===== src/rtl/dmem_arbiter.sv =====
// dmem_arbiter
// Shares the single data-memory port between two requesters.
//   Port A: pipeline MEM stage, single-cycle 16-bit loads/stores. Has priority.
//   Port B: context-save unit, atomic 32-bit transfers issued as two 16-bit
//           beats (low half at addr, high half at addr+1).
// A starvation counter lets B override A after MAX_WAIT denied cycles.
//
// Ports:
//   clk, rst               clock, asynchronous active-high reset
//   a_req/a_we/a_addr/a_wdata   A request (held by the pipeline until a_gnt)
//   a_gnt                  A issued this cycle (combinational)
//   a_rvalid/a_rdata       A read return, one cycle after the grant
//   b_req/b_we/b_addr/b_wdata   B request, held until b_gnt
//   b_gnt                  B accepted, beat 0 issued this cycle (combinational)
//   b_done                 one-cycle pulse when B completes
//   b_rdata                B read data {hi,lo}, held until the next B read
//   mem_*                  memory read/write port; read data valid next cycle

module dmem_arbiter #(
  parameter int ADDR_W   = 10,
  parameter int MAX_WAIT = 4
) (
  input  logic              clk,
  input  logic              rst,
  input  logic              a_req,
  input  logic              a_we,
  input  logic [ADDR_W-1:0] a_addr,
  input  logic [15:0]       a_wdata,
  output logic              a_gnt,
  output logic              a_rvalid,
  output logic [15:0]       a_rdata,
  input  logic              b_req,
  input  logic              b_we,
  input  logic [ADDR_W-1:0] b_addr,
  input  logic [31:0]       b_wdata,
  output logic              b_gnt,
  output logic              b_done,
  output logic [31:0]       b_rdata,
  output logic              mem_read_enable,
  output logic              mem_write_enable,
  output logic [ADDR_W-1:0] mem_read_addr,
  output logic [ADDR_W-1:0] mem_write_addr,
  output logic [15:0]       mem_write_data,
  input  logic [15:0]       mem_read_data
);

  typedef enum logic [0:0] {
    ST_IDLE = 1'b0,
    ST_B_HI = 1'b1
  } state_t;

  state_t            r_state;
  logic [3:0]        r_wait_cnt;
  logic              r_b_we;
  logic [ADDR_W-1:0] r_b_addr;
  logic [31:0]       r_b_wdata;
  logic              r_a_rvalid;
  logic              r_b_done;
  logic              r_b_cap_lo;
  logic              r_b_cap_hi;
  logic [15:0]       r_b_lo;
  logic [31:0]       r_b_rdata;

  logic              w_b_req_eff;
  logic              w_wait_max;
  logic              w_idle;
  logic              w_b_win;
  logic              w_a_win;
  logic              w_b_hi;
  logic              w_acc_en;
  logic              w_acc_we;
  logic [ADDR_W-1:0] w_acc_addr;
  logic [15:0]       w_acc_data;

  // The b_done cycle is IDLE, but a still-high b_req there belongs to the
  // transaction just finished, so it is masked until the pulse has gone.
  assign w_b_req_eff = b_req & ~r_b_done;
  assign w_wait_max  = (r_wait_cnt == 4'(MAX_WAIT));

  // Grants are masked while rst is high so nothing reaches memory during reset.
  assign w_idle  = (r_state == ST_IDLE) & ~rst;
  assign w_b_hi  = (r_state == ST_B_HI) & ~rst;
  assign w_b_win = w_idle & w_b_req_eff & (~a_req | w_wait_max);
  assign w_a_win = w_idle & a_req & ~w_b_win;

  assign a_gnt    = w_a_win;
  assign b_gnt    = w_b_win;
  assign a_rvalid = r_a_rvalid;
  assign a_rdata  = r_a_rvalid ? mem_read_data : 16'h0000;
  assign b_done   = r_b_done;
  assign b_rdata  = r_b_rdata;

  // Select the single access issued this cycle: B beat 1, B beat 0 or A.
  always_comb begin
    w_acc_en   = 1'b0;
    w_acc_we   = 1'b0;
    w_acc_addr = '0;
    w_acc_data = 16'h0000;
    if (w_b_hi) begin
      w_acc_en   = 1'b1;
      w_acc_we   = r_b_we;
      w_acc_addr = r_b_addr + ADDR_W'(1);  // wraps at the top of memory
      w_acc_data = r_b_we ? r_b_wdata[31:16] : 16'h0000;
    end else if (w_b_win) begin
      w_acc_en   = 1'b1;
      w_acc_we   = b_we;
      w_acc_addr = b_addr;
      w_acc_data = b_we ? b_wdata[15:0] : 16'h0000;
    end else if (w_a_win) begin
      w_acc_en   = 1'b1;
      w_acc_we   = a_we;
      w_acc_addr = a_addr;
      w_acc_data = a_we ? a_wdata : 16'h0000;
    end else begin
      w_acc_en   = 1'b0;
    end
  end

  // Split the selected access onto the memory's separate read/write ports.
  always_comb begin
    mem_read_enable  = 1'b0;
    mem_write_enable = 1'b0;
    mem_read_addr    = '0;
    mem_write_addr   = '0;
    mem_write_data   = 16'h0000;
    if (w_acc_en && w_acc_we) begin
      mem_write_enable = 1'b1;
      mem_write_addr   = w_acc_addr;
      mem_write_data   = w_acc_data;
    end else if (w_acc_en) begin
      mem_read_enable  = 1'b1;
      mem_read_addr    = w_acc_addr;
    end else begin
      mem_read_enable  = 1'b0;
    end
  end

  // Arbitration state, starvation counter, B latch and read-return registers.
  always_ff @(posedge clk or posedge rst) begin
    if (rst) begin
      r_state    <= ST_IDLE;
      r_wait_cnt <= 4'd0;
      r_b_we     <= 1'b0;
      r_b_addr   <= '0;
      r_b_wdata  <= 32'h0000_0000;
      r_a_rvalid <= 1'b0;
      r_b_done   <= 1'b0;
      r_b_cap_lo <= 1'b0;
      r_b_cap_hi <= 1'b0;
      r_b_lo     <= 16'h0000;
      r_b_rdata  <= 32'h0000_0000;
    end else begin
      r_a_rvalid <= w_a_win & ~a_we;
      r_b_done   <= w_b_hi;
      r_b_cap_lo <= w_b_win & ~b_we;
      r_b_cap_hi <= w_b_hi & ~r_b_we;

      // Low half is staged so b_rdata changes only when the whole read lands.
      if (r_b_cap_lo) begin
        r_b_lo <= mem_read_data;
      end else begin
        r_b_lo <= r_b_lo;
      end
      if (r_b_cap_hi) begin
        r_b_rdata <= {mem_read_data, r_b_lo};
      end else begin
        r_b_rdata <= r_b_rdata;
      end

      case (r_state)
        ST_IDLE: begin
          if (w_b_win) begin
            r_b_we     <= b_we;
            r_b_addr   <= b_addr;
            r_b_wdata  <= b_wdata;
            r_wait_cnt <= 4'd0;
            r_state    <= ST_B_HI;
          end else if (w_b_req_eff) begin
            if (!w_wait_max) begin
              r_wait_cnt <= r_wait_cnt + 4'd1;
            end else begin
              r_wait_cnt <= r_wait_cnt;
            end
          end else begin
            r_wait_cnt <= 4'd0;
          end
        end
        ST_B_HI: begin
          r_wait_cnt <= 4'd0;
          r_state    <= ST_IDLE;
        end
        default: begin
          r_wait_cnt <= 4'd0;
          r_state    <= ST_IDLE;
        end
      endcase
    end
  end

endmodule

===== config.mk =====
export PLATFORM = sky130hd
export DESIGN_NAME = dmem_arbiter
export DESIGN_NICKNAME = d
export VERILOG_FILES = /design/src/rtl/dmem_arbiter.sv
export SDC_FILE = /design/constraint.sdc
export NUM_CORES = 1
export LEC_CHECK = 0
export ABC_AREA = 1
export ABC_CLOCK_PERIOD_IN_PS = 7700
export BUFFER_PORTS_ARGS = -buffer_cell sky130_fd_sc_hd__buf_2
export CORE_MARGIN = 2
export CORE_UTILIZATION = 38
export CTS_BUF_LIST = sky130_fd_sc_hd__clkbuf_8
export CTS_CLUSTER_DIAMETER = 200
export DETAILED_ROUTE_END_ITERATION = 7
export PLACE_DENSITY = 0.67
export SKIP_LAST_GASP = 1
export SLEW_MARGIN = 0
export SYNTH_ARGS = -nofsm -noshare
export SYNTH_HDL_FRONTEND = slang
export SYNTH_SLANG_ARGS = --single-unit

===== constraint.sdc =====
create_clock -name clk -period 7.7 [get_ports clk]
set_input_delay 1.54 -clock clk [delete_from_list [all_inputs] [get_ports clk]]
set_output_delay 1.54 -clock clk [all_outputs]
set_load 0.02 [all_outputs]

==> qor.txt <==
Die Wd = 112 um
Yosys top cell by area = dfrtp_1
maximum root-to-sink buffer count = 2
synthesis-stage register bit count = 84
GRT Total Usage = 18.3%
worst hold margin = 0.488 ns
vias in the first global route = 4,056
Clock H-tree levels = 3
Reg clk slew, reported paths = 0.08 ns
cell mode on critical path = nand2_1
Least-Margin Pin Slew = 1.05 ns
# IOs = 180
Final Hold Fails = 0
DRC marker count from the first detailed-route iteration = 400
fin nets = 840
clk root buf = clkbuf_8
count of cell types in the netlist = 26
commonest non-fill, non-tap cells in the layout = nand2_1, buf_2, dfrtp_1
yosys synthesis warning count = 0
sw power = 0.477 mW
share of cells above drive strength 1 = 30.1%
worst hold path type = register to register
vias = 4,321
CP endpoint kind = output pin
worst-skew pair later-pin latency = 0.35 ns
core area = 11,400 um^2
CP startpoint kind = input pin
fmax = 0.189 GHz
commonest non-fill, non-tap cell in the layout = nand2_1
max-slew violations = 0
vias per cell = 4.83
sequential cell area fraction in the yosys report = 47.9%
Post-CTS Hold Buffers = 0
CP cell instances = buf_2 -> clkinv_2 -> nand2_1 -> nor2_2 -> nand2_2 -> inv_4 -> nand2_1 -> nand3_1 -> nand2_1 -> nor2_1 -> buf_2
CTS tree = yes
n_diodes = 0
critical path's slowest cell = inv_4
sequential share of power = 45.4%
Max VDD drop = 0.000137 V
status = finished clean
initial antenna violation count = 0
crit path max fanout = 53
number of buffers added on ports = 179
crit path DAT = 3.75 ns
num rows = 39
proportion of power drawn by the clock network = 25.9%
Syn Area/Cell = 7.47 um^2
WS Path Type = input pin to output pin
Die H = 112 um
Critical Path RT = 6.16 ns
RSZ-0062 raised after global routing = false
global-route wire length before repair = 18,900 um
Post-Syn Instances = 588
GRT Residual Overflow = 0
post-CTS setup buffer count = 0
period utilization = 68.7%
Routed wire per std cell = 13.0 um
Slew headroom = 30.1%
Synth area leaders = dfrtp_1, nand2_1, a21oi_1
Layout area overhead = 26.3%
maximum number of pins on one net before global-route repair = 85
leakage = 3.12 nW
Antenna Nets Post-Route = 0
power share of the combinational group = 28.7%
# clock sinks = 84
max-cap viol count = 0
Num CTS Buffers = 9
hpwl dp = 8220 um
RePlAce Congestion = 0.870
die footprint = 12,400 um^2
crit-path max cell delay = 0.65 ns
Syn Nets = 681
Yosys top cell area share = 47.9%
WL final = 11,700 um
# DRC = 0
setup TNS = 0 ns
Sw Ratio = 35.2%
placed cells = 879
Power Dens Cells = 244 nW/um^2
drt pass-1 iters = 4
Non-Filler Instances = 895
Syn Std Cell Area = 4390 um^2
post-cts sizing count = 0
Int Pwr = 0.877 mW
clk_skew = 0.00650 ns
Starting Density = 38.6%
final setup violation count = 0
Final min period = 5.29 ns
## sequential cells by signal, summed over array words and instances (netlist names)
| register | flops |
|---|---|
| r_b_cap_hi | 1 |
| r_state | 1 |
| r_b_wdata | 16 |
| a_rvalid | 1 |
| r_b_cap_lo | 1 |
| r_b_lo | 16 |
| r_b_we | 1 |
| r_b_addr | 10 |
| r_wait_cnt | 4 |
| b_done | 1 |
| b_rdata | 32 |
## synthesized netlist by cell type
cell / instances
nor3_1: 3
dfrtp_1: 84
nand2_1: 197
buf_6: 2
ha_1: 3
nand3_2: 2
buf_2: 13
nor2_1: 45
inv_1: 63
inv_4: 1
buf_1: 2
buf_4: 2
inv_2: 2
nand3_1: 32
a211oi_1: 1
o21ai_0: 44
nor2_2: 1
clkbuf_1: 14
nand2_2: 3
nand3b_1: 1
a21oi_1: 50
or2_2: 2
nand4_1: 3
a21oi_2: 1
clkbuf_2: 1
mux2_2: 16
## cell families after synthesis
logic type	synth area share [%]
AO/OA/AOI/OAI	11.1
adder cells (fa/ha/maj)	0.855
buffers and inverters	9.52
flip-flops	47.9
multiplexers	4.10
AND/OR/NAND/NOR	26.6
## layer usage
metal / share of wire, % / wire (um) / GRT usage (%) / vias up
met5: 0 / 0 / 0 / -
met4: 1.5 / 170 / 6.09 / 0
met3: 5.7 / 666 / 2.89 / 17
met2: 47 / 5530 / 31.6 / 171
met1: 45 / 5300 / 23.7 / 1976
li1: - / - / - / 2157
## worst max-delay path, delay by kind of cell
| kind | cells | cell delay (ns) |
|---|---|---|
| buffers and inverters | 4 | 1.02 |
| and+or+nand+nor | 7 | 1.19 |
## layout make-up
class / instances / area [um^2]
tap: 143 / 179
multi-input combinational: 404 / 1870
sequential: 84 / 2100
clock buffer: 9 / 124
timing repair buffer: 182 / 918
inverter: 66 / 251
clock inverter: 7 / 98.8
fill: 1154 / 5820
## power by group through the flow
stage | combinational [mW] | clock, mW | sequential, mW
final | 0.389 | 0.350 | 0.615
after global routing | 0.429 | 0.381 | 0.630
after CTS | 0.393 | 0.360 | 0.615
after detailed placement | 0.392 | 0 | 0.623
after global placement | 0.382 | 0 | 0.621
after floorplan | 0.184 | 0 | 0.684
## worst paths after layout
kind / startpoint / to / slack (ns) / depth (start not counted)
max in group asynchronous: rst / b_rdata[1] / 5.47 / 3
min reg2reg: r_b_wdata[28] / r_b_wdata[28] / 0.49 / 2
max reg2reg: r_wait_cnt[0] / r_b_addr[6] / 5.24 / 8
min: r_b_wdata[28] / r_b_wdata[28] / 0.49 / 2
min in group asynchronous: rst / r_b_wdata[29] / 1.55 / 3
max: rst / mem_read_addr[9] / 2.41 / 11
## stage by stage
| step | total power, mW | utilization [%] | area, um^2 | worst slack, ns |
|---|---|---|---|---|
| after floorplan | 0.868 | - | 4390 | 2.44 |
| after global placement | 1.00 | 46.8 | 5320 | 2.52 |
| after detailed placement | 1.02 | 46.8 | 5320 | 2.44 |
| after CTS | 1.37 | 48.8 | 5550 | 2.44 |
| after global routing | 1.44 | 48.8 | 5550 | 2.16 |
| final | 1.35 | 48.8 | 5550 | 2.41 |
Power figures use the tool's default switching activity.
